[config.mk]
export PLATFORM = sky130hd
export DESIGN_NAME = dmem_uart_dump
export DESIGN_NICKNAME = d
export VERILOG_FILES = /design/src/rtl/dmem_uart_dump.sv
export SDC_FILE = /design/constraint.sdc
export NUM_CORES = 1
export LEC_CHECK = 0
export ABC_CLOCK_PERIOD_IN_PS = 3950
export CORE_MARGIN = 4
export CORE_UTILIZATION = 40
export DETAILED_ROUTE_END_ITERATION = 10
export PLACE_DENSITY = 0.63
export SETUP_SLACK_MARGIN = 0.1
export SLEW_MARGIN = 20
export SYNTH_ARGS = -nofsm -noshare
export SYNTH_HDL_FRONTEND = slang
export SYNTH_SLANG_ARGS = --single-unit
[constraint.sdc]
create_clock -name clk -period 3.95 [get_ports clk]
set_input_delay 0.9875 -clock clk [delete_from_list [all_inputs] [get_ports clk]]
set_output_delay 0.9875 -clock clk [all_outputs]
set_load 0.01 [all_outputs]
[src/rtl/dmem_uart_dump.sv]
// Debug-port memory dump: reads data-memory words through the core debug
// port and streams them MSB-byte first as 8N1 UART frames.
module dmem_uart_dump #(
  parameter int unsigned CLKS_PER_BIT = 868
) (
  input  logic        clk,
  input  logic        rst,
  input  logic        start,
  input  logic [31:0] start_addr,
  input  logic [15:0] word_count,
  output logic [31:0] debug_address,
  input  logic [31:0] debug_data,
  output logic        tx,
  output logic        busy,
  output logic        done
);

  typedef enum logic [2:0] {
    S_IDLE,
    S_FETCH,
    S_START,
    S_DATA,
    S_STOP
  } state_t;

  localparam logic [15:0] BAUD_MAX = 16'(CLKS_PER_BIT - 1);

  state_t      state;
  state_t      state_nxt;
  logic [15:0] baud_cnt;
  logic [2:0]  bit_idx;
  logic [1:0]  byte_idx;
  logic [15:0] remaining;
  logic [31:0] shreg;
  logic        tx_nxt;
  logic        busy_nxt;
  logic        done_nxt;

  logic        bit_end;
  logic        in_frame;
  logic        last_byte;
  logic        more_words;
  logic        wc_zero;
  logic [7:0]  cur_byte;

  assign bit_end    = (baud_cnt == BAUD_MAX);
  assign in_frame   = (state == S_START) || (state == S_DATA) ||
                      (state == S_STOP);
  assign last_byte  = (byte_idx == 2'd3);
  assign more_words = (remaining > 16'd1);
  assign wc_zero    = (word_count == 16'd0);
  assign cur_byte   = shreg[31:24];

  // State and registered line outputs
  always_ff @(posedge clk or negedge rst) begin
    if (!rst) begin
      state <= S_IDLE;
      tx    <= 1'b1;
      busy  <= 1'b0;
      done  <= 1'b0;
    end else begin
      state <= state_nxt;
      tx    <= tx_nxt;
      busy  <= busy_nxt;
      done  <= done_nxt;
    end
  end

  always_comb begin
    state_nxt = state;
    unique case (state)
      S_IDLE: begin
        if (start && !wc_zero)
          state_nxt = S_FETCH;
      end
      S_FETCH: state_nxt = S_START;
      S_START: begin
        if (bit_end)
          state_nxt = S_DATA;
      end
      S_DATA: begin
        if (bit_end && bit_idx == 3'd7)
          state_nxt = S_STOP;
      end
      S_STOP: begin
        if (bit_end) begin
          if (!last_byte)
            state_nxt = S_START;
          else if (more_words)
            state_nxt = S_FETCH;
          else
            state_nxt = S_IDLE;
        end
      end
      default: state_nxt = S_IDLE;
    endcase
  end

  always_comb begin
    tx_nxt   = tx;
    busy_nxt = busy;
    done_nxt = 1'b0;
    unique case (state)
      S_IDLE: begin
        if (start) begin
          busy_nxt = !wc_zero;
          done_nxt = wc_zero;
        end
      end
      S_FETCH: tx_nxt = 1'b0;
      S_START: begin
        if (bit_end)
          tx_nxt = cur_byte[0];
      end
      S_DATA: begin
        if (bit_end)
          tx_nxt = (bit_idx == 3'd7) ? 1'b1
                   : cur_byte[bit_idx + 3'd1];
      end
      S_STOP: begin
        if (bit_end) begin
          if (!last_byte) begin
            tx_nxt = 1'b0;
          end else if (!more_words) begin
            busy_nxt = 1'b0;
            done_nxt = 1'b1;
          end
        end
      end
      default: begin
        tx_nxt   = 1'b1;
        busy_nxt = 1'b0;
      end
    endcase
  end

  // Datapath: address, word/byte/bit counters, shift register
  always_ff @(posedge clk or negedge rst) begin
    if (!rst) begin
      debug_address <= 32'h0;
      remaining     <= 16'h0;
      shreg         <= 32'h0;
      baud_cnt      <= 16'h0;
      bit_idx       <= 3'd0;
      byte_idx      <= 2'd0;
    end else begin
      if (state == S_IDLE && start && !wc_zero) begin
        debug_address <= {start_addr[31:2], 2'b00};
        remaining     <= word_count;
      end
      if (state == S_FETCH) begin
        shreg    <= debug_data;
        byte_idx <= 2'd0;
        bit_idx  <= 3'd0;
        baud_cnt <= 16'h0;
      end
      if (in_frame)
        baud_cnt <= bit_end ? 16'h0 : baud_cnt + 16'd1;
      if (state == S_DATA && bit_end)
        bit_idx <= bit_idx + 3'd1;
      if (state == S_STOP && bit_end) begin
        if (!last_byte) begin
          byte_idx <= byte_idx + 2'd1;
          shreg    <= {shreg[23:0], 8'h00};
        end else if (more_words) begin
          remaining     <= remaining - 16'd1;
          debug_address <= debug_address + 32'd4;
        end
      end
    end
  end

endmodule

==> impl_metrics.yaml, run 1 <==
sta:
  max_clock_freq_ghz: 0.307
  setup_viol: 0
  slew_headroom_pct: 38.3
  slew_violations: 0
  period_minus_slack_ns: 3.26
  worst_slew_pin_slew_ns: 0.913
  fin_tns_setup_ns: 0
  timing.hold.ws_ns: 0.484
  skew_ns: 0.00795
  rsz0062_at_grt: "no"
  finalHoldViolCount: 0
  post-route-period-util_pct: 82.4
setup_path:
  worstPathArrival_ns: 3.51
  cp-end-kind: "flop"
  cp_max_fo: 21
  critPathKind: "in -> reg"
  crit_required_ns: 4.20
  cp-start-kind: "input port"
floorplanning:
  rows: 44
  core_area_sq_um: 14800
  io_pins: 118
  die_y_um: 132
  dieArea_sq_um: 17300
  start_util_pct: 41.5
  die_w_um: 132
cts:
  clkTransAtPathRegs_ns: 0.07
  h-tree-depth: 3
  post-cts-setup-buffers: 0
  cts_tree: "built"
  clk_path_buf_depth: 2
  cts-buffers-inserted: 9
  clock_latency_ns: 0.36
  cts_root_buf: "clkbuf_16"
  holdBufCountCts: 0
  cts.repair.resized: 0
  cts_num_sinks: 107
status:
  status: "finished, final reports clean"
route:
  drtIter0Drc: 395
  wl_um: 17200
  drt-pass1-iter-count: 5
  via_per_inst: 5.99
  wl_per_cell_um: 18.0
  drc: 0
  vias: 5743
  final_antenna_net_count: 0
flow_run:
  maxCapViolations: 0
grt:
  track_usage_pct: 20.0
  grt_first_pass_wirelength_um: 29000
  grt_pass1_vias: 5798
  antenna_found_initial: 0
  grt_max_degree: 59
  gr-total-overflow: 0
synth:
  synth_area_per_cell_sq_um: 9.12
  synth-edff-count: 0
  synth-seq-cells: 107
  synth-async-reset-ratio_pct: 100
  yosysMostFrequentCell: "dfrtp_1"
  ys_top_cells_by_count: "dfrtp_1, nand2_1, o21ai_0"
  synth_cell_types: 68
  synthFlopType: "dfrtp_1"
  ys_warn_count: 0
  synth.top_cell.area_share_pct: 43.3
  synth_largest_area_cell: "dfrtp_1"
  yosysSeqAreaShare_pct: 43.8
  syn-cell-area_sq_um: 6120
  netlist_top_cells_area: "dfrtp_1, mux2i_1, o21ai_0, nand2_1, a21oi_1"
  syn_nets: 761
  syn_inst: 671
placed_design:
  dp_hpwl_um: 12000
  port_buffers: 115
  dpl_cell_area_sq_um: 7470
  place_congestion: 0.847
power:
  p_leak_nw: 2.87
  worst_ir_drop_vdd_v: 0.000244
  powerDensity_nw_per_um2: 469
layout:
  final_util_pct: 52.8
  diodes: 0
  drive_gt1_share_pct: 8.27
  design_area_sq_um: 7790
  fin_nets: 859
  area_growth_pct: 27.2
worst_hold_path:
  hold_path.class: "reg -> reg"
==> cells by family (layout without fill, tap and decap cells) <==
kind of cell / after synthesis / in the layout / synth area share (%)
buf+inv: 69 / 172 / 4.93
mux: 51 / 51 / 8.89
xor+xnor: 3 / 3 / 0.429
flops: 107 / 107 / 43.8
fa+ha+maj: 7 / 7 / 1.43
simple gates: 258 / 258 / 21.3
compound gates: 176 / 176 / 19.3
==> power by group <==
group / total (mW) / internal, mW / switching, mW
registers: 1.70 / 1.38 / 0.325
clock network: 0.980 / 0.536 / 0.443
logic: 0.973 / 0.525 / 0.448
==> path summary, 6_finish.rpt <==
check,endpoint,slack (ns),depth (start not counted),from
worst max register to register,debug_address[29],0.94,5,remaining[9]
worst min-delay path,shreg[8],0.48,2,shreg[0]
worst max-delay path,remaining[6],0.69,7,word_count[11]
worst min register to register,shreg[8],0.48,2,shreg[0]
max in group asynchronous,tx,2.41,2,rst
min in group asynchronous,debug_address[24],0.71,1,rst
==> area by class of cell <==
cell class / instances / area [sq um]
Fill cell: 1377 / 6970
Multi-Input combinational cell: 495 / 3160
Sequential cell: 107 / 2680
Timing Repair Buffer: 130 / 1300
Clock buffer: 11 / 253
Tap cell: 184 / 230
Inverter: 26 / 97.6
Clock inverter: 5 / 66.3
==> flip-flops by register name, indices dropped and copies added (netlist names) <==
register       count
debug_address     32
busy               1
tx                 1
bit_idx            3
byte_idx           2
shreg             32
done               1
state              3
remaining         16
baud_cnt          16
==> routing by layer <==
metal	vias up	track usage, %	share of wire (%)
li1	2697	-	-
met1	2820	26.5	44
met2	207	32.6	48
met3	19	5.93	7.4
met4	0	4.73	1.2
met5	-	0	0
==> critical path, stage by stage <==
cell and delay, ns:
clkdlybuf4s50_1 0.43, nor4_1 0.49, a41oi_1 0.54, nand2_2 0.43
buf_4 0.32, nor2_1 0.07, a311oi_1 0.23
==> cells in the final DEF, fill, tap and decap left out, drive strengths merged, types with 4 or more instances in the layout <==
cell	n
a211oi	17
a21oi	34
a22o	6
a311oi	7
a31oi	4
and2	5
and3	12
and4	4
buf	16
clkbuf	11
clkdlybuf4s50	114
dfrtp	106
ha	7
inv	28
mux2	4
mux2i	45
nand2	77
nand3	29
nand4	11
nor2	40
nor3	28
nor4	20
o21a	4
o21ai	58
o22ai	14
o32ai	8
or2	5
or3	8
or4	9
==> metrics by stage <==
step                      total power [mW]  worst slack (ns)  instances
final                                 3.66             0.694        958
after global routing                  3.89             0.543        958
after CTS                             3.69             0.716        958
after detailed placement              2.69             0.350        942
after global placement                2.65             0.411        942
after floorplan                       2.18              1.32        671
Power figures use the tool's default switching activity.
==> run 2: changes to the inputs <==
--- a/config.mk
+++ b/config.mk
@@ -5,7 +5,7 @@
 export SDC_FILE = /design/constraint.sdc
 export NUM_CORES = 1
 export LEC_CHECK = 0
-export ABC_CLOCK_PERIOD_IN_PS = 3950
+export ABC_CLOCK_PERIOD_IN_PS = 3300
 export CORE_MARGIN = 4
 export CORE_UTILIZATION = 40
 export DETAILED_ROUTE_END_ITERATION = 10
==> constraint.sdc (replaced) <==
create_clock -name clk -period 3.3 [get_ports clk]
set_input_delay 0.825 -clock clk [delete_from_list [all_inputs] [get_ports clk]]
set_output_delay 0.825 -clock clk [all_outputs]
set_load 0.01 [all_outputs]
==> impl_metrics.yaml, run 2 (same netlist as run 1, synthesis figures left out) <==
cts:
  clock_latency_ns: 0.35
  clkTransAtPathRegs_ns: 0.08
  cts_tree: "built"
  clk_path_buf_depth: 2
  holdBufCountCts: 0
  cts-buffers-inserted: 9
  h-tree-depth: 3
  cts_num_sinks: 107
  cts.repair.resized: 0
  cts_root_buf: "clkbuf_16"
  post-cts-setup-buffers: 0
placed_design:
  port_buffers: 115
  place_inst: 950
  place_ws_ns: 0.287
  place_congestion: 0.861
  dp_hpwl_um: 12000
route:
  drc: 0
  m1WireLength_um: 7720
  wl_met3_um: 1010
  wl_met2_um: 7900
  wl_um: 16800
  final_antenna_net_count: 0
  vias: 5659
  via_per_inst: 5.86
  drt-pass1-iter-count: 6
  highest_layer: "met4"
  drtIter0Drc: 444
  wl_per_cell_um: 17.4
setup_path:
  worstPathArrival_ns: 3.24
  cp-end-kind: "flop"
  cp_max_fo: 11
  critPathKind: "reg -> reg"
  cp-start-kind: "flop"
  crit_required_ns: 3.56
status:
  status: "finished, final reports clean"
grt:
  grt_pass1_vias: 5547
  antenna_found_initial: 0
  gr-total-overflow: 0
  track_usage_pct: 19.3
  grt_first_pass_wirelength_um: 28100
  grt_max_degree: 67
sta:
  setup_viol: 0
  slew_headroom_pct: 50.3
  skew_ns: 0.00947
  fin_ws_ns: 0.317
  period_minus_slack_ns: 2.98
  slew_violations: 0
  finalHoldViolCount: 0
  max_clock_freq_ghz: 0.335
  worst_slew_pin_slew_ns: 0.742
  post-route-period-util_pct: 90.4
  fin_tns_setup_ns: 0
  rsz0062_at_grt: "no"
floorplanning:
  die_y_um: 132
  die_w_um: 132
  dieArea_sq_um: 17300
  core_area_sq_um: 14800
  rows: 44
  io_pins: 118
  start_util_pct: 41.5
power:
  powerDensity_nw_per_um2: 549
  worst_ir_drop_vdd_v: 0.000296
  p_leak_nw: 2.92
layout:
  num-fill-cells: 1341
  drive_gt1_share_pct: 9.21
  reg.largest.list: "debug_address x32, shreg x32"
  regArea_sq_um: 2680
  mostFrequentLayoutCell: "clkdlybuf4s50_1"
  final_cells: 966
  fin_nets: 867
  layout_common_cells: "clkdlybuf4s50_1, dfrtp_1, nand2_1, o21ai_0, mux2i_1"
  area_growth_pct: 28.2
  final_util_pct: 53.2
  multi_input_area_sq_um: 3160
  diodes: 0
worst_hold_path:
  hold_path.class: "in -> async"
flow_run:
  maxCapViolations: 0
==> run 2: worst max-delay path, cell delays in order, from the launching register on <==
cell	delay [ns]
dfrtp_1	0.44
or4_4	0.57
or4_1	0.69
o2111ai_2	0.67
buf_4	0.24
nor3_1	0.05
a211oi_1	0.24
==> run 2: area by class of cell <==
class	instances	share of cell area, %
clock inverter	6	0.892
timing repair buffer	138	17.5
sequential	107	34.1
tap	184	2.93
clock buffer	10	3.04
inverter	26	1.24
multi-input combinational	495	40.3
==> run 2: report_power, final <==
group	internal (mW)	switching, mW	total [mW]
registers	1.65	0.392	2.04
clock network	0.558	0.552	1.11
logic	0.630	0.530	1.16
total	2.84	1.47	4.31
==> run 2: metal layers <==
layer  vias up  global-route usage (%)
li1       2721                       -
met1      2738                    26.6
met2       189                    31.2
met3        11                    4.51
met4         0                    4.14
met5         -                       0
==> run 2: worst paths after layout <==
| check | from | depth (start not counted) | endpoint | slack (ns) |
|---|---|---|---|---|
| worst max register to register | remaining[9] | 6 | debug_address[16] | 0.32 |
| min in group clk | shreg[5] | 2 | shreg[13] | 0.48 |
| max in group asynchronous | rst | 2 | tx | 2.03 |
| worst min-delay path | rst | 1 | debug_address[20] | 0.48 |
| worst max-delay path | remaining[9] | 6 | debug_address[16] | 0.32 |
| worst min register to register | shreg[5] | 2 | shreg[13] | 0.48 |
==> run 2: through the flow <==
stage,hold WS [ns],power [mW],instance area (sq um)
finish,0.480,4.31,7850
global route,0.516,4.58,7850
CTS,0.492,4.34,7850
detailed placement,0.470,3.22,7540
global placement,0.455,3.17,7540
floorplan,0.444,2.61,6120
